**src/rtl/alu_pkg.sv**
```systemverilog
// Shared definitions for the execution-stage ALU: ALUControl codes, FSM states
// and operand width. The code values are shared with the ALU control decoder.
package alu_pkg;

    localparam int XLEN = 32;

    localparam logic [3:0] ALU_AND  = 4'b0000;
    localparam logic [3:0] ALU_OR   = 4'b0001;
    localparam logic [3:0] ALU_ADD  = 4'b0010;
    localparam logic [3:0] ALU_SLL  = 4'b0011;
    localparam logic [3:0] ALU_SRL  = 4'b0100;
    localparam logic [3:0] ALU_SRA  = 4'b0101;
    localparam logic [3:0] ALU_SUB  = 4'b0110;
    localparam logic [3:0] ALU_XOR  = 4'b0111;
    localparam logic [3:0] ALU_SLT  = 4'b1000;
    localparam logic [3:0] ALU_SLTU = 4'b1001;
    localparam logic [3:0] ALU_ADDI = 4'b1010;

    typedef enum logic [1:0] {
        IDLE  = 2'd0,
        SHIFT = 2'd1,
        DONE  = 2'd2
    } alu_state_e;

    function automatic logic is_shift_op(input logic [3:0] code);
        return (code == ALU_SLL) || (code == ALU_SRL) || (code == ALU_SRA);
    endfunction

endpackage

```
**src/rtl/alu_exec_unit_if.sv**
```systemverilog
// Request/response handshake bundle between the operand mux, the ALU and
// the writeback/branch consumer.
interface alu_exec_unit_if;

    logic                     in_valid;
    logic                     in_ready;
    logic [3:0]               alu_control;
    logic [alu_pkg::XLEN-1:0] operand_a;
    logic [alu_pkg::XLEN-1:0] operand_b;
    logic                     out_valid;
    logic                     out_ready;
    logic [alu_pkg::XLEN-1:0] result;
    logic                     zero;

    modport master (
        output in_valid, alu_control, operand_a, operand_b, out_ready,
        input  in_ready, out_valid, result, zero
    );

    modport slave (
        input  in_valid, alu_control, operand_a, operand_b, out_ready,
        output in_ready, out_valid, result, zero
    );

endinterface

```
**src/rtl/alu_shift_step.sv**
```systemverilog
// One step of the iterative shifter: shifts a value left, right-logical or
// right-arithmetic by 0..SHIFT_STEP bit positions.
module alu_shift_step
    import alu_pkg::*;
#(
    parameter int SHIFT_STEP = 1
) (
    input  logic [XLEN-1:0] i_value,
    input  logic [4:0]      i_amount,
    input  logic            i_left,
    input  logic            i_arith,
    output logic [XLEN-1:0] o_value
);

    localparam logic [4:0] MAX_AMT = 5'(SHIFT_STEP);

    logic [4:0]             w_amt;
    logic signed [XLEN-1:0] w_sra;

    // Bound the step so the shifter never grows beyond SHIFT_STEP positions
    assign w_amt = (i_amount > MAX_AMT) ? MAX_AMT : i_amount;
    // Kept in its own signed net so the arithmetic shift is not demoted to logical
    assign w_sra = $signed(i_value) >>> w_amt;

    assign o_value = i_left  ? (i_value << w_amt) :
                     i_arith ? w_sra :
                               (i_value >> w_amt);

endmodule

```
**src/rtl/alu_exec_unit.sv**
```systemverilog
// Execution-stage ALU: single-cycle logic/arith/compare ops and an iterative
// shifter, with valid/ready handshakes on request and result sides.
module alu_exec_unit
    import alu_pkg::*;
#(
    parameter int SHIFT_STEP = 1
) (
    input  logic            clk,
    input  logic            reset,
    alu_exec_unit_if.slave  bus
);

    localparam logic [4:0] STEP = 5'(SHIFT_STEP);

    alu_state_e      r_state;
    logic [XLEN-1:0] r_result;
    logic [XLEN-1:0] r_shift_val;
    logic [4:0]      r_remaining;
    logic            r_out_valid;
    logic            r_zero;
    logic            r_left;
    logic            r_arith;

    logic            w_in_ready;
    logic            w_accept;
    logic            w_consume;
    logic [4:0]      w_shamt;
    logic            w_slt;
    logic            w_sltu;
    logic [XLEN-1:0] w_alu_res;
    logic [4:0]      w_step;
    logic [4:0]      w_rem_next;
    logic [XLEN-1:0] w_shifted;

    assign w_in_ready = !reset && ((r_state == IDLE) || ((r_state == DONE) && bus.out_ready));
    assign w_accept   = bus.in_valid && w_in_ready;
    assign w_consume  = r_out_valid && bus.out_ready;
    assign w_shamt    = bus.operand_b[4:0];
    assign w_slt      = $signed(bus.operand_a) < $signed(bus.operand_b);
    assign w_sltu     = bus.operand_a < bus.operand_b;
    assign w_step     = (r_remaining > STEP) ? STEP : r_remaining;
    assign w_rem_next = r_remaining - w_step;

    assign bus.in_ready  = w_in_ready;
    assign bus.out_valid = r_out_valid;
    assign bus.result    = r_result;
    assign bus.zero      = r_zero;

    // Single-cycle result; shifts land here only when their amount is zero
    always_comb begin
        w_alu_res = {XLEN{1'b0}};
        case (bus.alu_control)
            ALU_AND:                   w_alu_res = bus.operand_a & bus.operand_b;
            ALU_OR:                    w_alu_res = bus.operand_a | bus.operand_b;
            ALU_ADD, ALU_ADDI:         w_alu_res = bus.operand_a + bus.operand_b;
            ALU_SUB:                   w_alu_res = bus.operand_a - bus.operand_b;
            ALU_XOR:                   w_alu_res = bus.operand_a ^ bus.operand_b;
            ALU_SLT:                   w_alu_res = {{(XLEN-1){1'b0}}, w_slt};
            ALU_SLTU:                  w_alu_res = {{(XLEN-1){1'b0}}, w_sltu};
            ALU_SLL, ALU_SRL, ALU_SRA: w_alu_res = bus.operand_a;
            default:                   w_alu_res = {XLEN{1'b0}};
        endcase
    end

    alu_shift_step #(
        .SHIFT_STEP (SHIFT_STEP)
    ) u_shift_step (
        .i_value  (r_shift_val),
        .i_amount (w_step),
        .i_left   (r_left),
        .i_arith  (r_arith),
        .o_value  (w_shifted)
    );

    // Control FSM plus shift datapath and registered result/zero
    always_ff @(posedge clk) begin
        if (reset) begin
            r_state     <= IDLE;
            r_result    <= {XLEN{1'b0}};
            r_shift_val <= {XLEN{1'b0}};
            r_remaining <= 5'd0;
            r_out_valid <= 1'b0;
            r_zero      <= 1'b0;
            r_left      <= 1'b0;
            r_arith     <= 1'b0;
        end else begin
            case (r_state)
                IDLE, DONE: begin
                    if (w_accept) begin
                        if (is_shift_op(bus.alu_control) && (w_shamt != 5'd0)) begin
                            r_state     <= SHIFT;
                            r_shift_val <= bus.operand_a;
                            r_remaining <= w_shamt;
                            r_left      <= (bus.alu_control == ALU_SLL);
                            r_arith     <= (bus.alu_control == ALU_SRA);
                            r_out_valid <= 1'b0;
                        end else begin
                            r_state     <= DONE;
                            r_result    <= w_alu_res;
                            r_zero      <= (w_alu_res == {XLEN{1'b0}});
                            r_out_valid <= 1'b1;
                        end
                    end else if (w_consume) begin
                        r_state     <= IDLE;
                        r_out_valid <= 1'b0;
                    end else begin
                        r_state <= r_state;
                    end
                end
                SHIFT: begin
                    r_shift_val <= w_shifted;
                    r_remaining <= w_rem_next;
                    if (w_rem_next == 5'd0) begin
                        r_state     <= DONE;
                        r_result    <= w_shifted;
                        r_zero      <= (w_shifted == {XLEN{1'b0}});
                        r_out_valid <= 1'b1;
                    end else begin
                        r_state <= SHIFT;
                    end
                end
                default: begin
                    r_state     <= IDLE;
                    r_out_valid <= 1'b0;
                end
            endcase
        end
    end

endmodule

```
**src/flat_wrapper.sv**
```systemverilog
// flat-port wrapper written by rule: the top's interface ports become plain ports
module alu_exec_unit_flat import alu_pkg::*;
#(
    parameter int SHIFT_STEP = 1
)
  (clk, reset, bus_in_valid, bus_alu_control, bus_operand_a, bus_operand_b, bus_out_ready, bus_in_ready, bus_out_valid, bus_result, bus_zero);
  alu_exec_unit_if bus_i ();
  input  logic clk;
  input  logic reset;
  input wire logic [$bits(bus_i.in_valid)-1:0] bus_in_valid;
  input wire logic [$bits(bus_i.alu_control)-1:0] bus_alu_control;
  input wire logic [$bits(bus_i.operand_a)-1:0] bus_operand_a;
  input wire logic [$bits(bus_i.operand_b)-1:0] bus_operand_b;
  input wire logic [$bits(bus_i.out_ready)-1:0] bus_out_ready;
  output wire logic [$bits(bus_i.in_ready)-1:0] bus_in_ready;
  output wire logic [$bits(bus_i.out_valid)-1:0] bus_out_valid;
  output wire logic [$bits(bus_i.result)-1:0] bus_result;
  output wire logic [$bits(bus_i.zero)-1:0] bus_zero;
  assign bus_i.in_valid = bus_in_valid;
  assign bus_i.alu_control = bus_alu_control;
  assign bus_i.operand_a = bus_operand_a;
  assign bus_i.operand_b = bus_operand_b;
  assign bus_i.out_ready = bus_out_ready;
  assign bus_in_ready = bus_i.in_ready;
  assign bus_out_valid = bus_i.out_valid;
  assign bus_result = bus_i.result;
  assign bus_zero = bus_i.zero;
  alu_exec_unit #(.SHIFT_STEP(SHIFT_STEP)) u_core (.clk(clk), .reset(reset), .bus(bus_i));
endmodule
```
**config.mk**
```make
export PLATFORM = sky130hd
export DESIGN_NAME = alu_exec_unit_flat
export DESIGN_NICKNAME = d
export VERILOG_FILES = /design/src/rtl/alu_pkg.sv /design/src/rtl/alu_exec_unit_if.sv /design/src/rtl/alu_shift_step.sv /design/src/rtl/alu_exec_unit.sv /design/src/flat_wrapper.sv
export SDC_FILE = /design/constraint.sdc
export NUM_CORES = 1
export LEC_CHECK = 0
export ABC_AREA = 1
export CORE_UTILIZATION = 30
export DETAILED_ROUTE_END_ITERATION = 10
export HOLD_SLACK_MARGIN = 0.02
export PLACE_DENSITY = 0.51
export SLEW_MARGIN = 20
export SYNTH_ARGS = -nofsm -noshare
export SYNTH_HDL_FRONTEND = slang
export SYNTH_SLANG_ARGS = --single-unit
```
**constraint.sdc**
```tcl
create_clock -name clk -period 3.4 [get_ports clk]
set_clock_uncertainty 0.15 [all_clocks]
set_input_delay 0.68 -clock clk [delete_from_list [all_inputs] [get_ports clk]]
set_output_delay 0.68 -clock clk [all_outputs]
set_load 0.02 [all_outputs]
```
==> results of run 1 <==
## cell usage in the layout, fill, tap and decap left out, types with 8 or more instances in the layout
cell type / n
nand3_1: 128
ha_4: 16
dlymetal6s2s_1: 8
ha_1: 77
a221oi_1: 12
nand2_1: 578
o211ai_1: 18
nor2_2: 35
nor2_1: 162
a21oi_2: 21
inv_2: 19
a31oi_1: 63
nand3_2: 15
a21oi_1: 63
or2_2: 12
o21ai_1: 11
clkdlybuf4s50_1: 98
nor2_4: 13
buf_4: 403
clkbuf_16: 9
nand2_2: 40
o22ai_1: 31
o21ai_0: 87
inv_1: 294
nand4_1: 21
dfxtp_1: 75
nor3_1: 11
buf_12: 11
## logic make-up (layout without fill, tap and decap cells)
kind of cell	count (synthesis)	in the layout	synth area share
AOI/OAI and AO/OA	345	345	0.193
xor gates and xnor gates	1	1	0.000816
adders and majority gates	99	99	0.117
buffers and inverters	391	853	0.150
DFF	75	75	0.140
and+or+nand+nor	1036	1036	0.400
## area by class of cell
type | count | area [µm²]
well taps | 455 | 569
flip-flops and latches | 75 | 1500
clock buffers | 11 | 253
clock inverters | 4 | 97.6
repair buffers | 525 | 4380
inverters | 313 | 1170
multi-input cells | 1481 | 8330
fillers | 3776 | 18600
## worst register-to-register path: stages (launching register included)
cell     delay (ns)
dfxtp_1        0.34
nor2_2         0.14
nand2_1        0.10
nor2_2         0.13
nand2_2        0.13
buf_4          0.29
nand2_1        0.15
o21ai_0        0.09
a21oi_1        0.18
nand2_1        0.11
nor3_1         0.23
nand2_1        0.11
nor2_1         0.11
a21oi_1        0.11
a21oi_2        0.15
## metrics by stage
step           utilization  hold slack, ns
6_report             0.467           0.333
5_1_grt              0.467           0.339
4_1_cts              0.444           0.334
3_5_place_dp         0.433           0.325
3_3_place_gp         0.433           0.314
2_1_floorplan            -           0.308
## state kept, by name, summed over array words and instances, names as in the netlist
name                  flops
u_core.bus.result        32
u_core.r_state            2
u_core.bus.zero           1
u_core.r_left             1
u_core.r_shift_val       32
u_core.r_arith            1
u_core.bus.out_valid      1
u_core.r_remaining        5
## metal layers
metal	global-route usage	vias up	routed length, µm
met4	0.0760	0	1390
met1	0.409	6720	25500
li1	-	7185	-
met3	0.0151	63	2470
met5	0	-	0
met2	0.475	434	23900
## timing repair
item	in CTS	in global routing
resized for setup	12	181
pin swaps	0	28
endpoints found under the setup margin	3	16
buffers inserted	0	14
## where the power goes
group	total [mW]	leakage, nW	switching [mW]	internal [mW]
clock	1.14	0.168	0.386	0.753
combinational	2.36	7.42	1.34	1.02
sequential	0.967	0.611	0.0386	0.928
## worst paths after layout
kind | startpoint | endpoint | slack (ns)
hold reg to reg | u_core.bus.out_valid | u_core.bus.out_valid | 0.33
setup reg to reg | u_core.r_remaining[1] | u_core.bus.zero | 0.83
hold / removal | u_core.bus.out_valid | u_core.bus.out_valid | 0.33
setup / recovery | bus_operand_a[24] | u_core.bus.zero | 0.11
==> flow_summary.json, run 1 <==
{
  "largest_net_degree_at_the_start_of_global_routing": 52,
  "ys.flop_type": "dfxtp_1",
  "pre_cts_slack_ns": -0.672,
  "slowest_delay_ns": 0.49,
  "total_routed_wirelength_um": 53300,
  "power_mw": 4.47,
  "power_density_relative_to_cell_area_mw_per_mm2": 274,
  "cts.sink_count": 75,
  "grt_antenna_before_repair": 0,
  "ys_types": 49,
  "critical_path_buf_inv_count": 5,
  "synth.top_cells.by_count": "nand2_1, inv_1, nor2_1",
  "clockRootBuffer": "clkbuf_16",
  "wire_per_inst_um": 18.6,
  "grt_overflow": 0,
  "post_route_setup_slack_ns": 0.106,
  "crit_chain": "clkdlybuf4s50_1, inv_1, ha_1, buf_4, nand3_1, nor2_1, inv_1, nor2_2, nor2_1, a21oi_1, o21ai_0, buf_4, nor2_1, nand2_1, nor2_1, nand3_1, a21oi_2",
  "synthDominantAreaCellType": "nand2_1",
  "totalNegativeSetupSlack_ns": 0,
  "cp.arrival_ns": 3.42,
  "violation_count_after_the_first_detailed_route_iteration": 1085,
  "leakagePower_nw": 8.19,
  "hold_depth": 2,
  "synth.ff_latch_count": 75,
  "synth-seq-area-share": 0.140,
  "clock_path_buffers": 2,
  "number_of_placement_rows": 68,
  "grt_setup_unrepaired": "true",
  "clock_latency_ns": 0.35,
  "worst_hold_path_type": "flip-flop to flip-flop",
  "cts_tree": "done",
  "io-pin-count": 107,
  "first_pass_grt_wire_length_um": 79700,
  "dpl_cell_area_mm2": 0.0151,
  "finalMaxSlewViolations": 0,
  "dr_total_vias": 14400,
  "synth.top_cells.by_area": "nand2_1, dfxtp_1, ha_1",
  "cp.depth": 17,
  "detailed_place_hpwl_um": 44300,
  "post_route_drc_violation_count": 0,
  "cap_viol_max_count": 0,
  "cts_hold_repair.buffers": 0,
  "synth_largest_type_area_fraction": 0.214,
  "run_status": "completed",
  "antenna_diode_count": 0,
  "ys_async_sr_fraction": 0,
  "tightestPinTransition_ns": 0.566,
  "critical-path-top-cell-by-count": "nor2_1",
  "critical_path.startpoint_type": "input pin",
  "grt_util_all_layers": 0.289,
  "timing.final.hold_violations": 0,
  "drt_pre_antenna_iters": 5,
  "worst-setup-path-type": "input pin to flip-flop",
  "number_of_cells_on_the_worst_reg_to_reg_path": 14,
  "yosysWarningCount": 0,
  "power.ir.vdd_worst_v": 0.000262,
  "io_buffer_count": 106,
  "slowest_stage": "clkdlybuf4s50_1",
  "area_growth_syn_to_layout_pct": 51.9,
  "globalplace.congestion": 0.990,
  "path_max_fanout": 8,
  "synth_edf_count": 0,
  "initial_utilization": 0.308,
  "cts_inserted_buffers": 9,
  "period_needed_ns": 3.29,
  "syn_avg_cell_area_um2": 5.51,
  "detail_route.vias_per_cell": 5.03,
  "share_of_post_route_cells_with_drive_strength_above_1": 0.265,
  "timing.final.setup_violations": 0,
  "post_route_ant_nets": 0,
  "worst_path_dominant_cell_family": "buffers and inverters",
  "final_cells": 2864,
  "dp_cells": 2835,
  "clock_input_transition_at_the_sequential_cells_of_the_worst_setup_and_hold_paths_ns": 0.06,
  "fp.coreArea_mm2": 0.0349,
  "most_common_cell_in_the_synthesized_netlist": "nand2_1",
  "period_share": 0.969,
  "synth_fp_nets": 2118,
  "cts_htree_levels": 3,
  "design.die.area_mm2": 0.0365,
  "layout.cell_area.non_filler_mm2": 0.0163,
  "die_width_um": 191,
  "design.final.nets": 2576,
  "fmax_mhz": 304,
  "slew_headroom": 0.622,
  "first_global_vias": 13500,
  "fp.dieH_um": 191,
  "synth_cells": 1947,
  "endpoint_kind": "flip-flop",
  "synth.cell_area_mm2": 0.0107,
  "critPathRequiredTime_ns": 3.53
}
Power figures use the tool's default switching activity.
==> run 2: changes to the inputs <==
--- a/config.mk
+++ b/config.mk
@@ -10,6 +10,7 @@
 export DETAILED_ROUTE_END_ITERATION = 10
 export HOLD_SLACK_MARGIN = 0.02
 export PLACE_DENSITY = 0.51
+export REMOVE_ABC_BUFFERS = 1
 export SLEW_MARGIN = 20
 export SYNTH_ARGS = -nofsm -noshare
 export SYNTH_HDL_FRONTEND = slang
==> flow_summary.json, run 2 (synthesized netlist as in run 1, its figures left out) <==
{
  "worst_hold_path_type": "flip-flop to flip-flop",
  "largest_net_degree_at_the_start_of_global_routing": 35,
  "initial_utilization": 0.308,
  "critPathRequiredTime_ns": 3.53,
  "run_status": "completed",
  "regToRegStartpoint": "u_core.r_remaining[1]",
  "clockRootBuffer": "clkbuf_16",
  "wire_per_inst_um": 18.2,
  "tightestPinTransition_ns": 0.864,
  "io_buffer_count": 106,
  "grt_antenna_before_repair": 0,
  "clock_path_buffers": 2,
  "globalplace.congestion": 0.986,
  "fmax_mhz": 303,
  "layout.cells.most_common": "nand2_1",
  "cts.sink_count": 75,
  "io-pin-count": 107,
  "grt_util_all_layers": 0.284,
  "cp.arrival_ns": 3.43,
  "violation_count_after_the_first_detailed_route_iteration": 1162,
  "critical_path.reg2reg.endpoint": "u_core.bus.zero",
  "critical_path.startpoint_type": "input pin",
  "startpoint_of_the_lowest_slack_hold_path": "u_core.r_shift_val[0]",
  "dpl_cell_area_mm2": 0.0151,
  "final_cell_mix": "nand2_1, buf_4, inv_1",
  "design.final.nets": 2579,
  "detailed_place_hpwl_um": 43300,
  "share_of_post_route_cells_with_drive_strength_above_1": 0.274,
  "number_of_placement_rows": 68,
  "design.die.area_mm2": 0.0365,
  "area_growth_syn_to_layout_pct": 52.2,
  "grt_overflow": 0,
  "die_width_um": 191,
  "cts_inserted_buffers": 9,
  "number_of_cells_on_the_worst_reg_to_reg_path": 14,
  "first_global_vias": 13700,
  "cap_viol_max_count": 0,
  "fp.dieH_um": 191,
  "post_route_drc_violation_count": 0,
  "leakagePower_nw": 8.23,
  "power.ir.vdd_worst_v": 0.000315,
  "period_needed_ns": 3.30,
  "drt_pre_antenna_iters": 6,
  "cts_htree_levels": 3,
  "worstHoldEndpoint": "u_core.r_shift_val[0]",
  "post_route_ant_nets": 0,
  "endpoint_kind": "flip-flop",
  "dr_total_vias": 14400,
  "fp.coreArea_mm2": 0.0349,
  "power_density_relative_to_cell_area_mw_per_mm2": 260,
  "detail_route.vias_per_cell": 5.03,
  "power_mw": 4.25,
  "timing.final.setup_violations": 0,
  "grt_setup_unrepaired": "true",
  "timing.final.hold_violations": 0,
  "layout.cell_area.non_filler_mm2": 0.0163,
  "first_pass_grt_wire_length_um": 78800,
  "clock_latency_ns": 0.34,
  "total_routed_wirelength_um": 52100,
  "path_max_fanout": 3,
  "worst-setup-path-type": "input pin to flip-flop",
  "period_share": 0.971,
  "clock_input_transition_at_the_sequential_cells_of_the_worst_setup_and_hold_paths_ns": 0.06,
  "hold_depth": 2,
  "r2r_setup_slack_ns": 0.78,
  "finalMaxSlewViolations": 0,
  "cts_tree": "done",
  "slew_headroom": 0.423
}
run 2: changes by cell type in the layout (fill, tap and decap cells not counted), moves of 4 or more:
cell / previous run / this run
a21oi_1: 63 / 59
a21oi_2: 21 / 25
buf_6: 4 / 8
clkdlybuf4s50_1: 98 / 91
clkinvlp_4: 1 / 5
dlymetal6s2s_1: 8 / 12
inv_1: 294 / 289
nand2_1: 578 / 564
nand2_2: 40 / 55
nor3_1: 11 / 15
nor3_2: 6 / 1
run 2: worst max-delay path, cell delays in order:
cell and delay [ns]:
clkdlybuf4s50_1 0.49, inv_1 0.08, buf_4 0.16, ha_2 0.22
nor2_1 0.15, nand2_2 0.13, nand2_1 0.12, inv_1 0.04
nand2_1 0.11, buf_4 0.12, nand4_1 0.09, nand3_1 0.11
nand3_2 0.13, nor2_4 0.17, nand2_1 0.06, nor2_1 0.09
nand2_1 0.07, nor2_2 0.17, nand3_2 0.10, a21oi_2 0.12
run 2: area by class of cell:
type	instances	area (µm²)
Clock inverter	3	22.5
Sequential cell	75	1500
Fill cell	3751	18500
Antenna cell	1	2.50
Tap cell	455	569
Multi-Input combinational cell	1481	8390
Inverter	313	1180
Clock buffer	13	260
Timing Repair Buffer	528	4410
run 2: stage by stage:
stage / hold slack, ns / setup WS [ns] / util / TNS (ns) / instances
2_1_floorplan: 0.302 / -0.278 / - / -4.20 / 1869
3_3_place_gp: 0.319 / -0.651 / 0.434 / -6.63 / 2838
3_5_place_dp: 0.319 / -0.627 / 0.434 / -6.34 / 2838
4_1_cts: 0.328 / 0.00291 / 0.444 / 0 / 2855
5_1_grt: 0.351 / -0.0647 / 0.468 / -0.0992 / 2868
6_report: 0.333 / 0.0984 / 0.468 / 0 / 2869
run 2: power by group:
| part | switching (mW) | internal, mW |
|---|---|---|
| combinational | 1.35 | 1.02 |
| sequential | 0.0339 | 0.928 |
| clock | 0.385 | 0.535 |
| total | 1.77 | 2.48 |
run 2: how the worst max path moves through the flow:
stage                                   from               endpoint  slack (ns)  depth (start not counted)
after floorplan           bus_alu_control[2]  u_core.r_shift_val[1]       -0.28                         13
after global placement     bus_operand_b[11]  u_core.bus.result[19]       -0.65                         16
after detailed placement   bus_operand_b[11]  u_core.bus.result[19]       -0.63                         16
after CTS                   bus_operand_a[1]        u_core.bus.zero       0.003                         18
after global routing        bus_operand_b[2]        u_core.bus.zero       -0.06                         20
final                       bus_operand_b[2]        u_core.bus.zero         0.1                         20
run 2: metal layers:
metal	wire length (µm)	global-route usage
met2	23000	0.455
met1	24700	0.398
met3	3100	0.0292
met5	0	0
met4	1250	0.0778
run 2: repair_timing:
action	4_1_cts	5_1_grt
setup buffers	1	13
hold buffers	0	0
setup endpoints to repair	6	15
pin swaps	3	42
cloned	0	0
resized for setup	29	196
